===== config.mk =====
export PLATFORM = sky130hd
export DESIGN_NAME = pan_sweep_sched
export DESIGN_NICKNAME = d
export VERILOG_FILES = /design/src/rtl/pan_sweep_sched.sv
export SDC_FILE = /design/constraint.sdc
export NUM_CORES = 1
export LEC_CHECK = 0
export ABC_AREA = 1
export BUFFER_PORTS_ARGS = -buffer_cell sky130_fd_sc_hd__buf_2
export CORE_ASPECT_RATIO = 1.75
export CORE_MARGIN = 1.5
export CORE_UTILIZATION = 45
export CTS_CLUSTER_DIAMETER = 30
export DETAILED_ROUTE_END_ITERATION = 12
export HOLD_SLACK_MARGIN = 0.06
export PLACE_DENSITY_LB_ADDON = 0.3
export SYNTH_ARGS = -nofsm -noshare
export SYNTH_HDL_FRONTEND = slang
export SYNTH_SLANG_ARGS = --single-unit
export TNS_END_PERCENT = 100

===== constraint.sdc =====
create_clock -name clk -period 5.85 [get_ports clk]
set_input_delay 0.2925 -clock clk [delete_from_list [all_inputs] [get_ports clk]]
set_output_delay 0.2925 -clock clk [all_outputs]
set_load 0.1 [all_outputs]

===== src/rtl/pan_sweep_sched.sv =====
// Pan-servo position scheduler: idle / periodic scan / object follow / lost-object hold.
// Angle moves at most STEP per dwell tick; angle_vld flags every registered angle change.
module pan_sweep_sched #(
  parameter int ANG_W    = 8,
  parameter int ANG_MIN  = 10,
  parameter int ANG_MAX  = 170,
  parameter int ANG_HOME = 90,
  parameter int STEP     = 2,
  parameter int DWELL    = 500000,
  parameter int LOST_TO  = 4
) (
  input  logic             clk,
  input  logic             rst_n,
  input  logic             sweep_en,
  input  logic             stop,
  input  logic             obj_valid,
  input  logic [ANG_W-1:0] obj_angle,
  output logic [ANG_W-1:0] angle,
  output logic             angle_vld,
  output logic [1:0]       state,
  output logic             busy
);

  typedef enum logic [1:0] {
    S_IDLE  = 2'd0,
    S_SWEEP = 2'd1,
    S_TRACK = 2'd2,
    S_LOST  = 2'd3
  } state_t;

  typedef logic [ANG_W:0] wide_t;

  localparam int CNT_W  = $clog2(DWELL);
  localparam int LOST_W = $clog2(LOST_TO + 1);

  localparam wide_t MIN_W  = wide_t'(ANG_MIN);
  localparam wide_t MAX_W  = wide_t'(ANG_MAX);
  localparam wide_t STEP_W = wide_t'(STEP);
  localparam logic [ANG_W-1:0] HOME = ANG_W'(ANG_HOME);

  state_t            state_q, state_d;
  logic [ANG_W-1:0]  angle_q, angle_d;
  logic              dir_q, dir_d;
  logic [CNT_W-1:0]  cnt_q, cnt_d;
  logic [LOST_W-1:0] lost_q, lost_d, lost_inc;
  logic              vld_q, vld_d;
  logic              busy_q, busy_d;
  logic              tick;

  // One scan step; returns {dir, angle}. Ends clamp and reverse direction.
  function automatic logic [ANG_W:0] sweep_step(input logic dir, input logic [ANG_W-1:0] a);
    wide_t cur;
    wide_t nxt;
    cur = {1'b0, a};
    if (dir) begin
      nxt = cur + STEP_W;
      if (nxt >= MAX_W) return {1'b0, MAX_W[ANG_W-1:0]};
      return {1'b1, nxt[ANG_W-1:0]};
    end
    if (cur < MIN_W + STEP_W) return {1'b1, MIN_W[ANG_W-1:0]};
    nxt = cur - STEP_W;
    return {1'b0, nxt[ANG_W-1:0]};
  endfunction

  function automatic wide_t clamp_target(input logic [ANG_W-1:0] a);
    wide_t w;
    w = {1'b0, a};
    if (w < MIN_W) return MIN_W;
    if (w > MAX_W) return MAX_W;
    return w;
  endfunction

  // Move toward the clamped target, snapping when within one step.
  function automatic logic [ANG_W-1:0] track_step(input logic [ANG_W-1:0] a,
                                                  input logic [ANG_W-1:0] tgt);
    wide_t cur;
    wide_t t;
    wide_t r;
    cur = {1'b0, a};
    t   = clamp_target(tgt);
    if (t > cur) r = (t - cur <= STEP_W) ? t : cur + STEP_W;
    else         r = (cur - t <= STEP_W) ? t : cur - STEP_W;
    return r[ANG_W-1:0];
  endfunction

  assign tick     = (state_q != S_IDLE) && (cnt_q == CNT_W'(DWELL - 1));
  assign lost_inc = lost_q + LOST_W'(1);

  always_ff @(posedge clk or negedge rst_n) begin
    if (!rst_n) begin
      state_q <= S_IDLE;
      angle_q <= HOME;
      dir_q   <= 1'b1;
      cnt_q   <= '0;
      lost_q  <= '0;
      vld_q   <= 1'b0;
      busy_q  <= 1'b0;
    end else begin
      state_q <= state_d;
      angle_q <= angle_d;
      dir_q   <= dir_d;
      cnt_q   <= cnt_d;
      lost_q  <= lost_d;
      vld_q   <= vld_d;
      busy_q  <= busy_d;
    end
  end

  always_comb begin
    state_d = state_q;
    angle_d = angle_q;
    dir_d   = dir_q;
    lost_d  = lost_q;
    if (stop && state_q != S_IDLE) begin
      state_d = S_IDLE;
      angle_d = HOME;
    end else begin
      unique case (state_q)
        S_IDLE: begin
          angle_d = HOME;
          if (sweep_en) begin
            state_d = S_SWEEP;
            dir_d   = 1'b1;
          end
        end
        S_SWEEP: begin
          if (obj_valid)  state_d = S_TRACK;
          else if (tick) {dir_d, angle_d} = sweep_step(dir_q, angle_q);
        end
        S_TRACK: begin
          if (tick) begin
            if (obj_valid) begin
              angle_d = track_step(angle_q, obj_angle);
            end else begin
              state_d = S_LOST;
              lost_d  = '0;
            end
          end
        end
        S_LOST: begin
          if (obj_valid) begin
            state_d = S_TRACK;
          end else if (tick) begin
            lost_d = lost_inc;
            if (lost_inc == LOST_W'(LOST_TO)) state_d = S_SWEEP;
          end
        end
        default: state_d = S_IDLE;
      endcase
    end
    // Dwell restarts on every state change so the first tick lands DWELL cycles after entry.
    if (state_d != state_q || state_q == S_IDLE || tick) cnt_d = '0;
    else                                                cnt_d = cnt_q + CNT_W'(1);
  end

  always_comb begin
    vld_d  = (angle_d != angle_q);
    busy_d = (state_d != S_IDLE);
  end

  assign angle     = angle_q;
  assign angle_vld = vld_q;
  assign state     = state_q;
  assign busy      = busy_q;

endmodule

==> results of run 1 <==
## metal layers
layer	track usage (%)	up-vias	wire length (µm)
li1	-	1989	-
met1	24.5	1781	3720
met2	45.2	132	5770
met3	2.42	48	425
met4	20.0	0	872
met5	0	-	0
## critical path, delay by kind of cell, from the launching register on
kind                       cells  cell delay (ps)
and+or+nand+nor               19             1890
DFF                            1              650
adders and majority gates      1              550
buffers and inverters          1              290
## state kept, by name, indices dropped and copies added (netlist names)
register	cells
angle	8
angle_vld	1
busy	1
cnt_q	19
dir_q	1
lost_q	3
state	2
## path summary, 6_finish.rpt
kind / start / to / cells past startpoint
setup / recovery: angle[4] / angle_vld / 21
hold / removal: rst_n / busy / 1
setup reg to reg: angle[4] / angle_vld / 21
hold reg to reg: cnt_q[0] / cnt_q[0] / 1
max in group asynchronous: rst_n / cnt_q[11] / 1
min in group clk: sweep_en / busy / 3
## logic make-up after synthesis
group,count (synthesis),synth area share (%)
buffers and inverters,107,11.6
XOR/XNOR,16,3.66
adder cells (fa/ha/maj),24,8.23
AO/OA/AOI/OAI,48,6.99
AND/OR/NAND/NOR,388,46.5
flip-flops,35,23.0
## cells in the final DEF (no fill, tap or decap), types with 2 or more instances in the layout
cell type	n
nor3_1	14
nand2_4	2
xor2_1	15
clkinv_1	2
nand2_2	16
nor3b_1	6
nor2_2	7
a21oi_1	19
o211ai_1	4
nand4_1	12
fa_1	2
buf_2	24
dfrtp_1	30
ha_1	22
inv_2	3
inv_1	91
nand3_1	71
dfstp_2	5
o21ai_1	2
nor2_4	2
or2_2	2
nand2_1	177
a21oi_2	2
clkbuf_16	5
nor2_1	71
o21ai_0	17
## power by group
part	switching (mW)	internal [mW]	total, mW
clock network	0.0978	0.157	0.255
logic	0.720	0.246	0.966
registers	0.0723	0.286	0.359
total	0.890	0.689	1.58
## layout make-up
type,count,area (µm²)
Fill cell,854,4130
Multi-Input combinational cell,476,2500
Sequential cell,35,882
Inverter,97,369
Clock buffer,6,129
Timing Repair Buffer,24,120
Tap cell,92,115
Clock inverter,2,12.5
## metrics by stage
stage          setup slack [ps]  area [µm²]  cells
2_1_floorplan              2580        3830    618
3_3_place_gp               2200        3990    724
3_5_place_dp               2180        3990    724
4_1_cts                    2430        4130    732
5_1_grt                    2130        4130    732
6_report                   2370        4130    732
==> results.tsv, run 1 <==
stage	metric	value	unit
grt	antenna_found_initial	0	
layout	nets	676	
setup_path	cpMostUsedCell	nand2_1	
timing	fin_hold_ws	78.6	ps
setup_path	crit_path_end_kind	flip-flop	
die	die_area	9100	µm²
setup_path	cp_max_fo	9	
timing	relSlewSlack	48.1	%
drt	wl_per_cell	14.7	µm
hold_path	worst_hold_path_type	input port to async pin	
synth	netlist_area	3830	µm²
die	initial_utilization	46.4	%
drt	drt_iter0_drc	249	
drt	detail-route-antenna-nets	0	
setup_path	cp.required	6020	ps
timing	fin_crit_sh	59.5	%
layout	utilization	50.0	%
pwr	p_total	1.58	mW
grt	grt_pass1_wl	17600	µm
flow_run	cap_violations	0	
grt	grt_overflow	0	
cts	clk_pin_slew	50	ps
drt	vias	3950	
timing	clock.fmax	0.287	GHz
drt	firstDrtPassIters	6	
timing	setup_tns	0	ps
grt	grt_max_degree	36	
synth	synth_common_cells	177 x nand2_1, 91 x inv_1, 71 x nand3_1, 71 x nor2_1, 30 x dfrtp_1	
setup_path	arrival	3660	ps
pwr	p_per_area	382	nW/µm²
timing	drv_slew	0	
placed_design	numPortBuffers	24	
die	die_w	72.7	µm
synth	async_flop_share	100	%
timing	hold_viol_final	0	
cts	ctsResizeCount	0	
cts	clk_latency	280	ps
cts	cts_max_level	2	
grt	grt_pass1_vias	3846	
timing	final-setup-viol-count	0	
cts	cts_setup_buffers	0	
synth	synth_nets	655	
pwr	ir_drop	0.311	mV
synth	yosysTopAreaCell	dfrtp_1	
timing	tightest_slew	778	ps
die	coreArea	8260	µm²
layout	drive_above_1_share	12.3	%
synth	syn_inst	618	
die	pin_count	25	
drt	vias_per_cell	5.40	
setup_path	cp-start-kind	flip-flop	
cts	hold_buffers	0	
placed_design	hpwl	8960	µm
synth	yosysWarningCount	0	
drt	drt-total-wl	10800	µm
synth	yosysTopAreaCellShare	19.6	%
placed_design	gp_congestion	0.982	
grt	grt_use_total	24.9	%
setup_path	critical-path-max-stage-delay	650	ps
layout	area_growth	7.84	%
timing	rsz0062_at_grt	no	
synth	synth.distinct_cells	42	
cts	cts_buffers	5	
synth	avgSynthCellArea	6.20	µm²
die	die_h	125	µm
timing	fin_worst_skew	3.22	ps
synth	synth-seq-area-share	23.0	%
drt	route.detailed.drc	0	
setup_path	slowest_stage	dfstp_2	
synth	synth_area_leaders	dfrtp_1 20%, nand2_1 17%, nand3_1 9.3%	
synth	synth_enable_flop_cells	0	
synth	synth_seq_cells	35	
timing	final.min_clock_period	3480	ps
synth	yosys.cell_count.top_type	nand2_1	
setup_path	crit_chain	clkinv_1, ha_1, nand2_1, nor2_1, nand2_1, nand4_1, nand2_1, nor2_1, nand3_2, nand2_1, nand3_1, nand2_1, nand2_1, nand2_2, nand2_2, nand2_1, nand2_1, nor2_1, nand2_1, nor2_1, nand2_1	
cts	cts_root_buf	clkbuf_16	
cts	clk_path_buf_depth	2	
pwr	power.leakage	2.20	nW
status	status	completed	
layout	diodes	0	
cts	cts.sinks	35	
die	rows	44	
cts	cts_tree	built	
setup_path	reg2reg_setup_slack	2370	ps
synth	synthFlopType	dfrtp_1	
setup_path	crit_type	flip-flop to flip-flop	
Power figures use the tool's default switching activity.
==> run 2, diff against run 1 <==
==> constraint.sdc (replaced) <==
create_clock -name clk -period 3.25 [get_ports clk]
set_input_delay 0.1625 -clock clk [delete_from_list [all_inputs] [get_ports clk]]
set_output_delay 0.1625 -clock clk [all_outputs]
set_load 0.1 [all_outputs]
==> run 2 against run 1 <==
  * Die area is the same
  * Non-clock buffer count rose by 53
  * Largest cell class unchanged
  * Clock power is 85% higher
  * Routed wire length grew 12%
  * Combinational power grew 130%
  * Sequential power grew 52%
  * Highest routed layer unchanged
==> results.tsv, run 2 (synthesized netlist as in run 1, its figures left out) <==
stage	metric	value	unit
flow_run	cap_violations	0	
pwr	switchingPower	1.76	mW
cts	cts_tree	built	
drt	wl_per_cell	15.4	µm
timing	final-setup-viol-count	0	
timing	drv_slew	0	
setup_path	crit_path_end_kind	flip-flop	
layout	diodes	0	
setup_path	cp.required	3430	ps
die	pin_count	25	
timing	fin_crit_sh	94.6	%
die	initial_utilization	46.4	%
pwr	seqPwrFrac	17.0	%
drt	drt-total-wl	12100	µm
setup_path	arrival	3250	ps
cts	clk_path_buf_depth	2	
drt	detail-route-antenna-nets	0	
pwr	power.leakage	2.46	nW
die	die_h	125	µm
timing	final.min_clock_period	3080	ps
placed_design	numPortBuffers	24	
timing	fin_worst_skew	4.07	ps
drt	vias	4189	
placed_design	gp_congestion	0.991	
setup_path	cpMostUsedCell	nand2_1	
layout	largest_reg_flops	19	
drt	drt_iter0_drc	145	
die	rows	44	
pwr	p_int	1.46	mW
die	coreArea	8260	µm²
grt	grt_overflow	0	
timing	hold_viol_final	0	
timing	finalWorstSetupSlack	174	ps
setup_path	cp_max_fo	6	
grt	grt_max_degree	36	
grt	grt_pass1_wl	19200	µm
setup_path	slowest_stage	fa_2	
layout	fill_cells	803	
setup_path	ff2ff_path_depth	19	
die	die_w	72.7	µm
timing	tightest_slew	809	ps
layout	top_register	cnt_q	
layout	nets	729	
layout	final_common_cell	nand2_1	
pwr	p_per_area	677	nW/µm²
cts	cts.sinks	35	
setup_path	critical-path-max-stage-delay	520	ps
drt	firstDrtPassIters	5	
pwr	power.share.clock	14.7	%
hold_path	min_path_cells	3	
layout	drive_above_1_share	24.8	%
layout	area_growth	23.9	%
die	die_area	9100	µm²
grt	grt_pass1_vias	4232	
cts	cts_root_buf	clkbuf_16	
drt	route.detailed.drc	0	
timing	clock.fmax	0.325	GHz
cts	clk_pin_slew	60	ps
placed_design	pre_cts_ws	-395	ps
setup_path	crit_chain	buf_2, o21ai_2, nand3_2, nand3_4, inv_2, ha_4, fa_2, o21ai_1, nor2_1, nand3_1, nor2_2, nand2_2, nor2_4, buf_6, nand2_1, nand3_1, nand2_1, nand2_1, nand3_2, nand3_1, nand4_1, nor2_1, nand2_1	
grt	grt_use_total	27.2	%
timing	relSlewSlack	46.1	%
status	status	completed	
layout	final_cell_mix	168 x nand2_1, 84 x inv_1, 66 x nor2_1	
cts	clk_latency	290	ps
setup_path	cp-start-kind	input port	
hold_path	worst_hold_path_type	input port to flip-flop	
placed_design	hpwl	9580	µm
drt	vias_per_cell	5.34	
pwr	swShare	54.7	%
pwr	p_comb_share	68.3	%
pwr	ir_drop	0.769	mV
cts	cts_buffers	5	
pwr	p_total	3.21	mW
cts	cts_max_level	2	
setup_path	crit_type	input port to flip-flop	
grt	antenna_found_initial	0	
-- run 2: power groups by stage --
| stage | sequential (mW) | clock [mW] | combinational [mW] |
|---|---|---|---|
| 5_1_grt | 0.555 | 0.495 | 2.37 |
| 4_1_cts | 0.543 | 0.480 | 2.05 |
| 6_report | 0.546 | 0.472 | 2.20 |
| 3_3_place_gp | 0.547 | 0 | 2.00 |
| 3_5_place_dp | 0.550 | 0 | 2.04 |
| 2_1_floorplan | 0.914 | 0 | 1.12 |
-- run 2: cell type report --
type | count | area, µm² | area share [%]
Timing Repair Buffer | 77 | 531 | 11.2
Sequential cell | 35 | 883 | 18.6
Tap cell | 92 | 115 | 2.42
Clock buffer | 5 | 125 | 2.64
Inverter | 97 | 374 | 7.88
Multi-Input combinational cell | 476 | 2700 | 56.9
Clock inverter | 3 | 20.0 | 0.422
-- run 2: final timing paths --
check | start | endpoint | slack (ps)
worst max register to register | angle[0] | angle_vld | 190
min in group asynchronous | rst_n | angle[5] | 490
worst min-delay path | sweep_en | busy | 220
max in group asynchronous | rst_n | angle[0] | 2200
worst min register to register | cnt_q[0] | cnt_q[0] | 470
worst max-delay path | obj_angle[2] | angle_vld | 170
-- run 2: timing repair --
action | 4_1_cts | 5_1_grt
resized for setup | 3 | 54
cloned | 0 | 0
endpoints found under the setup margin | 1 | 3
buffers inserted | 1 | 6
pin swaps | 3 | 26
hold buffers | 1 | 0
endpoints found under the hold margin | 30 | 0
-- run 2: worst max-delay path, delay by kind of cell --
family	cells	cell delay (ps)
AO/OA/AOI/OAI	2	240
adder cells (fa/ha/maj)	2	680
buffers and inverters	3	320
AND/OR/NAND/NOR	16	1850
-- run 2: per-layer routing --
layer / global-route usage [%] / vias up / share of wire [%]
met2: 49.9 / 97 / 54
li1: - / 2103 / -
met3: 2.50 / 56 / 2.7
met5: 0 / - / 0
met4: 21.2 / 0 / 8.2
met1: 26.6 / 1933 / 35
-- run 2: stage by stage --
stage | TNS, ps | utilization [%] | cell area, µm² | hold slack (ps) | std cells
finish | 0 | 57.5 | 4750 | 218 | 785
global placement | -445 | 52.7 | 4350 | 279 | 770
detailed placement | -507 | 52.7 | 4350 | 293 | 770
CTS | 0 | 54.7 | 4520 | 216 | 780
global route | -29.5 | 57.5 | 4750 | 230 | 785
floorplan | 0 | - | 3830 | -133 | 618
